==> config.mk <==
export PLATFORM = sky130hd
export DESIGN_NAME = hbc_axil_bridge
export DESIGN_NICKNAME = d
export VERILOG_FILES = /design/src/rtl/hbc_pkg.sv /design/src/rtl/hbc_axil_hold.sv /design/src/rtl/hbc_axil_bridge.sv
export SDC_FILE = /design/constraint.sdc
export NUM_CORES = 1
export LEC_CHECK = 0
export BUFFER_PORTS_ARGS = -buffer_cell sky130_fd_sc_hd__buf_2
export CELL_PAD_IN_SITES_DETAIL_PLACEMENT = 0
export CELL_PAD_IN_SITES_GLOBAL_PLACEMENT = 1
export CORE_AREA = 2 2 181 139
export DETAILED_ROUTE_END_ITERATION = 7
export DIE_AREA = 0 0 183 141
export GPL_TIMING_DRIVEN = 0
export PLACE_DENSITY_LB_ADDON = 0.08
export SLEW_MARGIN = 20
export SYNTH_ARGS = -nofsm -noshare
export SYNTH_HDL_FRONTEND = slang
export SYNTH_SLANG_ARGS = --single-unit
==> constraint.sdc <==
create_clock -name i_clk -period 1.7 [get_ports i_clk]
set_clock_uncertainty 0.05 [all_clocks]
set_input_delay 0.34 -clock i_clk [delete_from_list [all_inputs] [get_ports i_clk]]
set_output_delay 0.34 -clock i_clk [all_outputs]
set_load 0.005 [all_outputs]
==> src/rtl/hbc_pkg.sv <==
// Shared types and constants for the HyperBus AXI4-Lite bridge.
package hbc_pkg;

   typedef enum logic [2:0] {
      ST_IDLE,
      ST_WR_ISSUE,
      ST_WR_RESP,
      ST_RD_ISSUE,
      ST_RD_RESP
   } hbc_state_e;

   localparam logic [1:0] RESP_OKAY      = 2'b00;
   localparam logic [1:0] RESP_SLVERR    = 2'b10;
   localparam logic [3:0] HBC_WSTRB_READ = 4'b0000;

   // Word-aligned controller address with the config-select bit removed.
   function automatic logic [31:0] hbc_word_addr(input logic [31:0] a,
                                                  input int unsigned cfg_bit);
      return a & ~(32'h1 << cfg_bit) & 32'hFFFF_FFFC;
   endfunction

endpackage

==> src/rtl/hbc_axil_hold.sv <==
// Single-entry valid/ready holding register with a full flag.
module hbc_axil_hold #(
   parameter int unsigned W = 32
) (
   input  logic         clk_i,
   input  logic         rst_i,
   input  logic         valid_i,
   input  logic [W-1:0] data_i,
   input  logic         clr_i,
   output logic         ready_o,
   output logic         full_o,
   output logic [W-1:0] data_o
);

   logic         full_q;
   logic [W-1:0] data_q;

   assign ready_o = !full_q && !rst_i;
   assign full_o  = full_q;
   assign data_o  = data_q;

   // Load on handshake, release when the consumer takes the entry.
   always_ff @(posedge clk_i) begin
      if (rst_i) begin
         full_q <= 1'b0;
         data_q <= '0;
      end else if (clr_i) begin
         full_q <= 1'b0;
      end else if (valid_i && ready_o) begin
         full_q <= 1'b1;
         data_q <= data_i;
      end
   end

endmodule

==> src/rtl/hbc_axil_bridge.sv <==
// AXI4-Lite slave to single-outstanding HyperBus memory request bridge.
module hbc_axil_bridge
   import hbc_pkg::*;
#(
   parameter int unsigned CFG_BIT = 31
) (
   input  logic        i_clk,
   input  logic        i_rst,
   input  logic        s_axil_awvalid,
   output logic        s_axil_awready,
   input  logic [31:0] s_axil_awaddr,
   input  logic        s_axil_wvalid,
   output logic        s_axil_wready,
   input  logic [31:0] s_axil_wdata,
   input  logic [3:0]  s_axil_wstrb,
   output logic        s_axil_bvalid,
   input  logic        s_axil_bready,
   output logic [1:0]  s_axil_bresp,
   input  logic        s_axil_arvalid,
   output logic        s_axil_arready,
   input  logic [31:0] s_axil_araddr,
   output logic        s_axil_rvalid,
   input  logic        s_axil_rready,
   output logic [31:0] s_axil_rdata,
   output logic [1:0]  s_axil_rresp,
   output logic        o_cfg_access,
   output logic        o_mem_valid,
   input  logic        i_mem_ready,
   output logic [3:0]  o_mem_wstrb,
   output logic [31:0] o_mem_addr,
   output logic [31:0] o_mem_wdata,
   input  logic [31:0] i_mem_rdata
);

   hbc_state_e  state_q;
   logic        last_was_write_q;
   logic        mem_valid_q, cfg_q, bvalid_q, rvalid_q;
   logic [3:0]  mem_wstrb_q;
   logic [31:0] mem_addr_q, mem_wdata_q, rdata_q;
   logic [1:0]  bresp_q, rresp_q;

   logic        aw_full, w_full, ar_full;
   logic [31:0] aw_addr, ar_addr;
   logic [35:0] w_beat;
   logic        wr_pend, rd_pend, pick_wr, pick_rd;

   assign wr_pend = aw_full && w_full;
   assign rd_pend = ar_full;
   // On a tie, serve the kind opposite to the one served last.
   assign pick_wr = (state_q == ST_IDLE) && wr_pend && (!rd_pend || !last_was_write_q);
   assign pick_rd = (state_q == ST_IDLE) && rd_pend && !pick_wr;

   hbc_axil_hold #(.W(32)) u_aw (
      .clk_i(i_clk), .rst_i(i_rst), .valid_i(s_axil_awvalid), .data_i(s_axil_awaddr),
      .clr_i(pick_wr), .ready_o(s_axil_awready), .full_o(aw_full), .data_o(aw_addr)
   );

   hbc_axil_hold #(.W(36)) u_w (
      .clk_i(i_clk), .rst_i(i_rst), .valid_i(s_axil_wvalid), .data_i({s_axil_wstrb, s_axil_wdata}),
      .clr_i(pick_wr), .ready_o(s_axil_wready), .full_o(w_full), .data_o(w_beat)
   );

   hbc_axil_hold #(.W(32)) u_ar (
      .clk_i(i_clk), .rst_i(i_rst), .valid_i(s_axil_arvalid), .data_i(s_axil_araddr),
      .clr_i(pick_rd), .ready_o(s_axil_arready), .full_o(ar_full), .data_o(ar_addr)
   );

   // Transaction FSM with registered request and response outputs.
   always_ff @(posedge i_clk) begin
      if (i_rst) begin
         state_q          <= ST_IDLE;
         last_was_write_q <= 1'b1;
         mem_valid_q      <= 1'b0;
         cfg_q            <= 1'b0;
         bvalid_q         <= 1'b0;
         rvalid_q         <= 1'b0;
         mem_wstrb_q      <= '0;
         mem_addr_q       <= '0;
         mem_wdata_q      <= '0;
         rdata_q          <= '0;
         bresp_q          <= RESP_OKAY;
         rresp_q          <= RESP_OKAY;
      end else begin
         case (state_q)
            ST_IDLE: begin
               if (pick_wr) begin
                  last_was_write_q <= 1'b1;
                  if (w_beat[35:32] == HBC_WSTRB_READ) begin
                     // A zero strobe would look like a read downstream.
                     bvalid_q <= 1'b1;
                     bresp_q  <= RESP_OKAY;
                     state_q  <= ST_WR_RESP;
                  end else begin
                     mem_valid_q <= 1'b1;
                     mem_addr_q  <= hbc_word_addr(aw_addr, CFG_BIT);
                     cfg_q       <= aw_addr[CFG_BIT];
                     mem_wstrb_q <= w_beat[35:32];
                     mem_wdata_q <= w_beat[31:0];
                     state_q     <= ST_WR_ISSUE;
                  end
               end else if (pick_rd) begin
                  last_was_write_q <= 1'b0;
                  mem_valid_q      <= 1'b1;
                  mem_addr_q       <= hbc_word_addr(ar_addr, CFG_BIT);
                  cfg_q            <= ar_addr[CFG_BIT];
                  mem_wstrb_q      <= HBC_WSTRB_READ;
                  mem_wdata_q      <= '0;
                  state_q          <= ST_RD_ISSUE;
               end
            end
            ST_WR_ISSUE: begin
               if (i_mem_ready) begin
                  mem_valid_q <= 1'b0;
                  bvalid_q    <= 1'b1;
                  bresp_q     <= RESP_OKAY;
                  state_q     <= ST_WR_RESP;
               end
            end
            ST_WR_RESP: begin
               if (s_axil_bready) begin
                  bvalid_q <= 1'b0;
                  state_q  <= ST_IDLE;
               end
            end
            ST_RD_ISSUE: begin
               if (i_mem_ready) begin
                  mem_valid_q <= 1'b0;
                  rvalid_q    <= 1'b1;
                  rresp_q     <= RESP_OKAY;
                  rdata_q     <= i_mem_rdata;
                  state_q     <= ST_RD_RESP;
               end
            end
            ST_RD_RESP: begin
               if (s_axil_rready) begin
                  rvalid_q <= 1'b0;
                  state_q  <= ST_IDLE;
               end
            end
            default: state_q <= ST_IDLE;
         endcase
      end
   end

   assign o_mem_valid   = mem_valid_q;
   assign o_mem_addr    = mem_addr_q;
   assign o_mem_wstrb   = mem_wstrb_q;
   assign o_mem_wdata   = mem_wdata_q;
   assign o_cfg_access  = cfg_q;
   assign s_axil_bvalid = bvalid_q;
   assign s_axil_bresp  = bresp_q;
   assign s_axil_rvalid = rvalid_q;
   assign s_axil_rresp  = rresp_q;
   assign s_axil_rdata  = rdata_q;

endmodule

==> results.cfg <==
[worst_setup_path]
slowest_stage = or4_4
cp_common_cell = buf_6
critPathArrivalTime_ns = 2.39
path_delay_family = simple AND/OR/NAND/NOR gates
cpPeakStageDelay_ns = 0.56
cp.depth = 7
cp_cell_sequence = or4_4 > buf_6 > o311ai_4 > buf_6 > clkbuf_16 > nand2_1 > a21oi_2
r2r_end = o_mem_wdata[11]$_SDFFE_PP0P_
crit_buf_inv = 3
r2r_slack_ns = -0.30
worstPathRequired_ns = 2.09
start_kind = register
r2r-start = u_w.data_o[32]$_SDFFE_PP0P_
crit_fanout = 5
path_class = reg2reg
ff2ff_path_depth = 7
setup.worst_path.end_class = register

[cells_and_area]
fin_util_pct = 50.2
final_layout_size_suffix_gt1_share_pct = 36.0
syn2layout_area_growth_pct = 51.8
fill_cells = 2383
nNetsFinal = 1446
fin_area_um2 = 12200

[global_routing]
grt_usage_pct = 19.6
grt_pass1_wl_um = 40200
grt_max_degree = 13
overflow = 0
grt_pass1_vias = 7455
antenna_found_initial = 2

[cts]
clock_sinks = 204
root_buffer = clkbuf_16
cts_tree = done
clk_pin_slew_ns = 0.06
insertion_delay_ns = 0.51
cts-htree-levels = 1
clockBufferDepth = 3
cts-buffers-inserted = 23

[timing]
tns_ns = -13.62
fmax_ghz = 0.500
finalSetupViolCount = 69
drv_slew = 0
relSlewSlack_pct = 48.5
post-route-min-period_ns = 2.00
rsz0062_at_grt = true
worstMarginPinSlew_ns = 0.772
hold_viol_final = 0
setup_ws_ns = -0.300
period_share_pct = 118

[worst_hold_path]
min_from = s_axil_awaddr[13]
hold_depth = 3
worst_hold_path.endpoint = u_aw.data_o[13]$_SDFFE_PP0P_
hold_class = in2reg

[place]
dp_slack_ns = -0.911
dp.final_hpwl_um = 17600
placed_cell_area_um2 = 9650
gp_congestion = 0.759
io_buffers = 238

[pwr]
p_switching_w = 0.00454
power_frac_seq_pct = 38.0
power_w = 0.0150
p_int_w = 0.0104
p_leak_nw = 5.15
clkPwrFrac_pct = 32.8
peakVddDrop_v = 0.000638
p_per_area_nw_per_um2 = 1230
switching_share_pct = 30.3
p_comb_share_pct = 29.3

[synthesis]
ys_ff_latch = 204
synth_edf_count = 0
synthMuxAreaShare_pct = 3.74
synth_flop_cell = dfxtp_1
synth_top_family_by_area = simple AND/OR/NAND/NOR gates
yosysSeqAreaShare_pct = 50.9
synth_area_leaders = dfxtp_1 51%, nand2_1 9.3%, nand2b_1 7.6%
synth-simple-area-share_pct = 22.7
synth_warnings = 0
synthArstFlopShare_pct = 0
synth_fa_ha_area_share_pct = 0
synthCells = 928
synth_xor_area_share_pct = 0.109
syn_area_um2 = 8030
syn_avg_cell_area_um2 = 8.65
synth.distinct_cells = 44
synth_compound_area_share_pct = 17.1
yosysTopAreaCellShare_pct = 50.9
yosys.area.top_type = dfxtp_1

[floorplanning]
ioPinCount = 251
die_h_um = 141
dieArea_um2 = 25800
core_um2 = 24300
std_cell_rows = 50
fp.dieW_um = 183
initial_utilization_pct = 33.1

[status]
violations = negative setup slack
status = complete, but fails checks

[routing]
antenna_left = 0
num_vias = 7666
drtPass1Iterations = 4
drtIter0Drc = 264
viasPerCell = 4.69
drt_wl_total_um = 26300
remaining_drc_errors = 0
post_drt_wl_per_cell_um = 16.1

[flow_run]
drv_cap = 0
==> state kept, by name, indices dropped and copies added (netlist names), 3 cells and up <==
| register | flops |
|---|---|
| u_w.data_o | 36 |
| o_mem_addr | 29 |
| s_axil_rdata | 32 |
| u_aw.data_o | 30 |
| o_mem_wdata | 32 |
| o_mem_wstrb | 4 |
| u_ar.data_o | 30 |
| state_q | 3 |
==> tightest hold or removal path, cell delays in order <==
cell	delay, ns
buf_2	0.09
nand2_1	0.04
o21ai_0	0.07
==> cell usage in the layout, fill, tap and decap left out, types with 24 or more instances in the layout <==
cell type | Yosys | routed
buf_2 | 15 | 247
dfxtp_1 | 204 | 200
nand2_1 | 198 | 178
nand2b_1 | 97 | 97
o21ai_0 | 94 | 94
dlygate4sd3_1 | 0 | 93
a21oi_1 | 69 | 47
a211oi_2 | 30 | 30
mux2i_1 | 30 | 29
clkbuf_2 | 1 | 27
clkbuf_16 | 0 | 27
nand3_1 | 33 | 24
==> what timing repair did <==
action | in CTS | in global routing
gates resized for setup | 122 | 89
gates cloned | 3 | 4
pin swaps | 20 | 24
hold endpoints to repair | 93 | 0
setup buffers | 9 | 3
hold buffers | 93 | 0
endpoints found under the setup margin | 174 | 130
==> cells in the mapped netlist, types with 3 or more instances <==
| cell | number |
|---|---|
| a211oi_2 | 30 |
| a21oi_1 | 69 |
| a22oi_1 | 4 |
| and2_1 | 3 |
| buf_1 | 3 |
| buf_2 | 15 |
| buf_4 | 7 |
| buf_6 | 9 |
| clkbuf_1 | 49 |
| dfxtp_1 | 204 |
| mux2i_1 | 30 |
| nand2_1 | 198 |
| nand2b_1 | 97 |
| nand3_1 | 33 |
| nor2_1 | 44 |
| nor3_1 | 5 |
| o21ai_0 | 94 |
| o21ai_1 | 3 |
==> routing by layer <==
metal / up-vias / GRT usage (%) / share of wire [%]
li1: 3855 / - / -
met1: 3561 / 28.6 / 51
met2: 207 / 29.7 / 42
met3: 41 / 3.67 / 5.1
met4: 2 / 4.67 / 2.2
met5: - / 0 / 0.034
==> logic make-up after synthesis <==
kind of cell / after synthesis
AND/OR/NAND/NOR: 391
AO/OA/AOI/OAI: 215
flip-flops: 204
buffers and inverters: 86
multiplexers: 30
XOR/XNOR: 1
other: 1
==> worst max-delay path by stage <==
stage                     slack [ns]                         from                            to
final                          -0.30  u_w.data_o[32]$_SDFFE_PP0P_  o_mem_wdata[11]$_SDFFE_PP0P_
after global placement         -0.92                        i_rst    s_axil_rvalid$_SDFFE_PP0P_
after CTS                      -0.24  u_w.data_o[34]$_SDFFE_PP0P_   o_mem_wdata[3]$_SDFFE_PP0P_
after floorplan                -0.11  u_w.data_o[35]$_SDFFE_PP0P_  o_mem_wdata[10]$_SDFFE_PP0P_
after global routing           -0.34  u_w.data_o[32]$_SDFFE_PP0P_  o_mem_wdata[11]$_SDFFE_PP0P_
after detailed placement       -0.91                        i_rst    s_axil_rvalid$_SDFFE_PP0P_
==> area by class of cell <==
class | count | area [um2] | share of cell area, %
antenna | 1 | 2.50 | 0.0205
buffer | 81 | 608 | 4.99
clock buffer | 37 | 688 | 5.65
clock inverter | 3 | 43.8 | 0.360
inverter | 2 | 7.51 | 0.0616
multi-input combinational | 644 | 3950 | 32.4
sequential | 204 | 4090 | 33.6
tap | 312 | 390 | 3.20
timing repair buffer | 350 | 2410 | 19.8
==> metrics by stage <==
stage	std cells	hold slack, ns
6_report	1634	0.0206
2_1_floorplan	934	0.377
3_3_place_gp	1484	0.386
5_1_grt	1633	0.0141
4_1_cts	1628	0.000956
3_5_place_dp	1484	0.392
==> power by group through the flow <==
stage	Clock, W	Sequential [W]	Combinational [W]
floorplan	0	0.00567	0.00191
global placement	0	0.00570	0.00297
detailed placement	0	0.00569	0.00298
CTS	0.00504	0.00564	0.00392
global route	0.00523	0.00575	0.00470
finish	0.00490	0.00568	0.00438
Note: power is estimated with default switching activity, not from simulation.
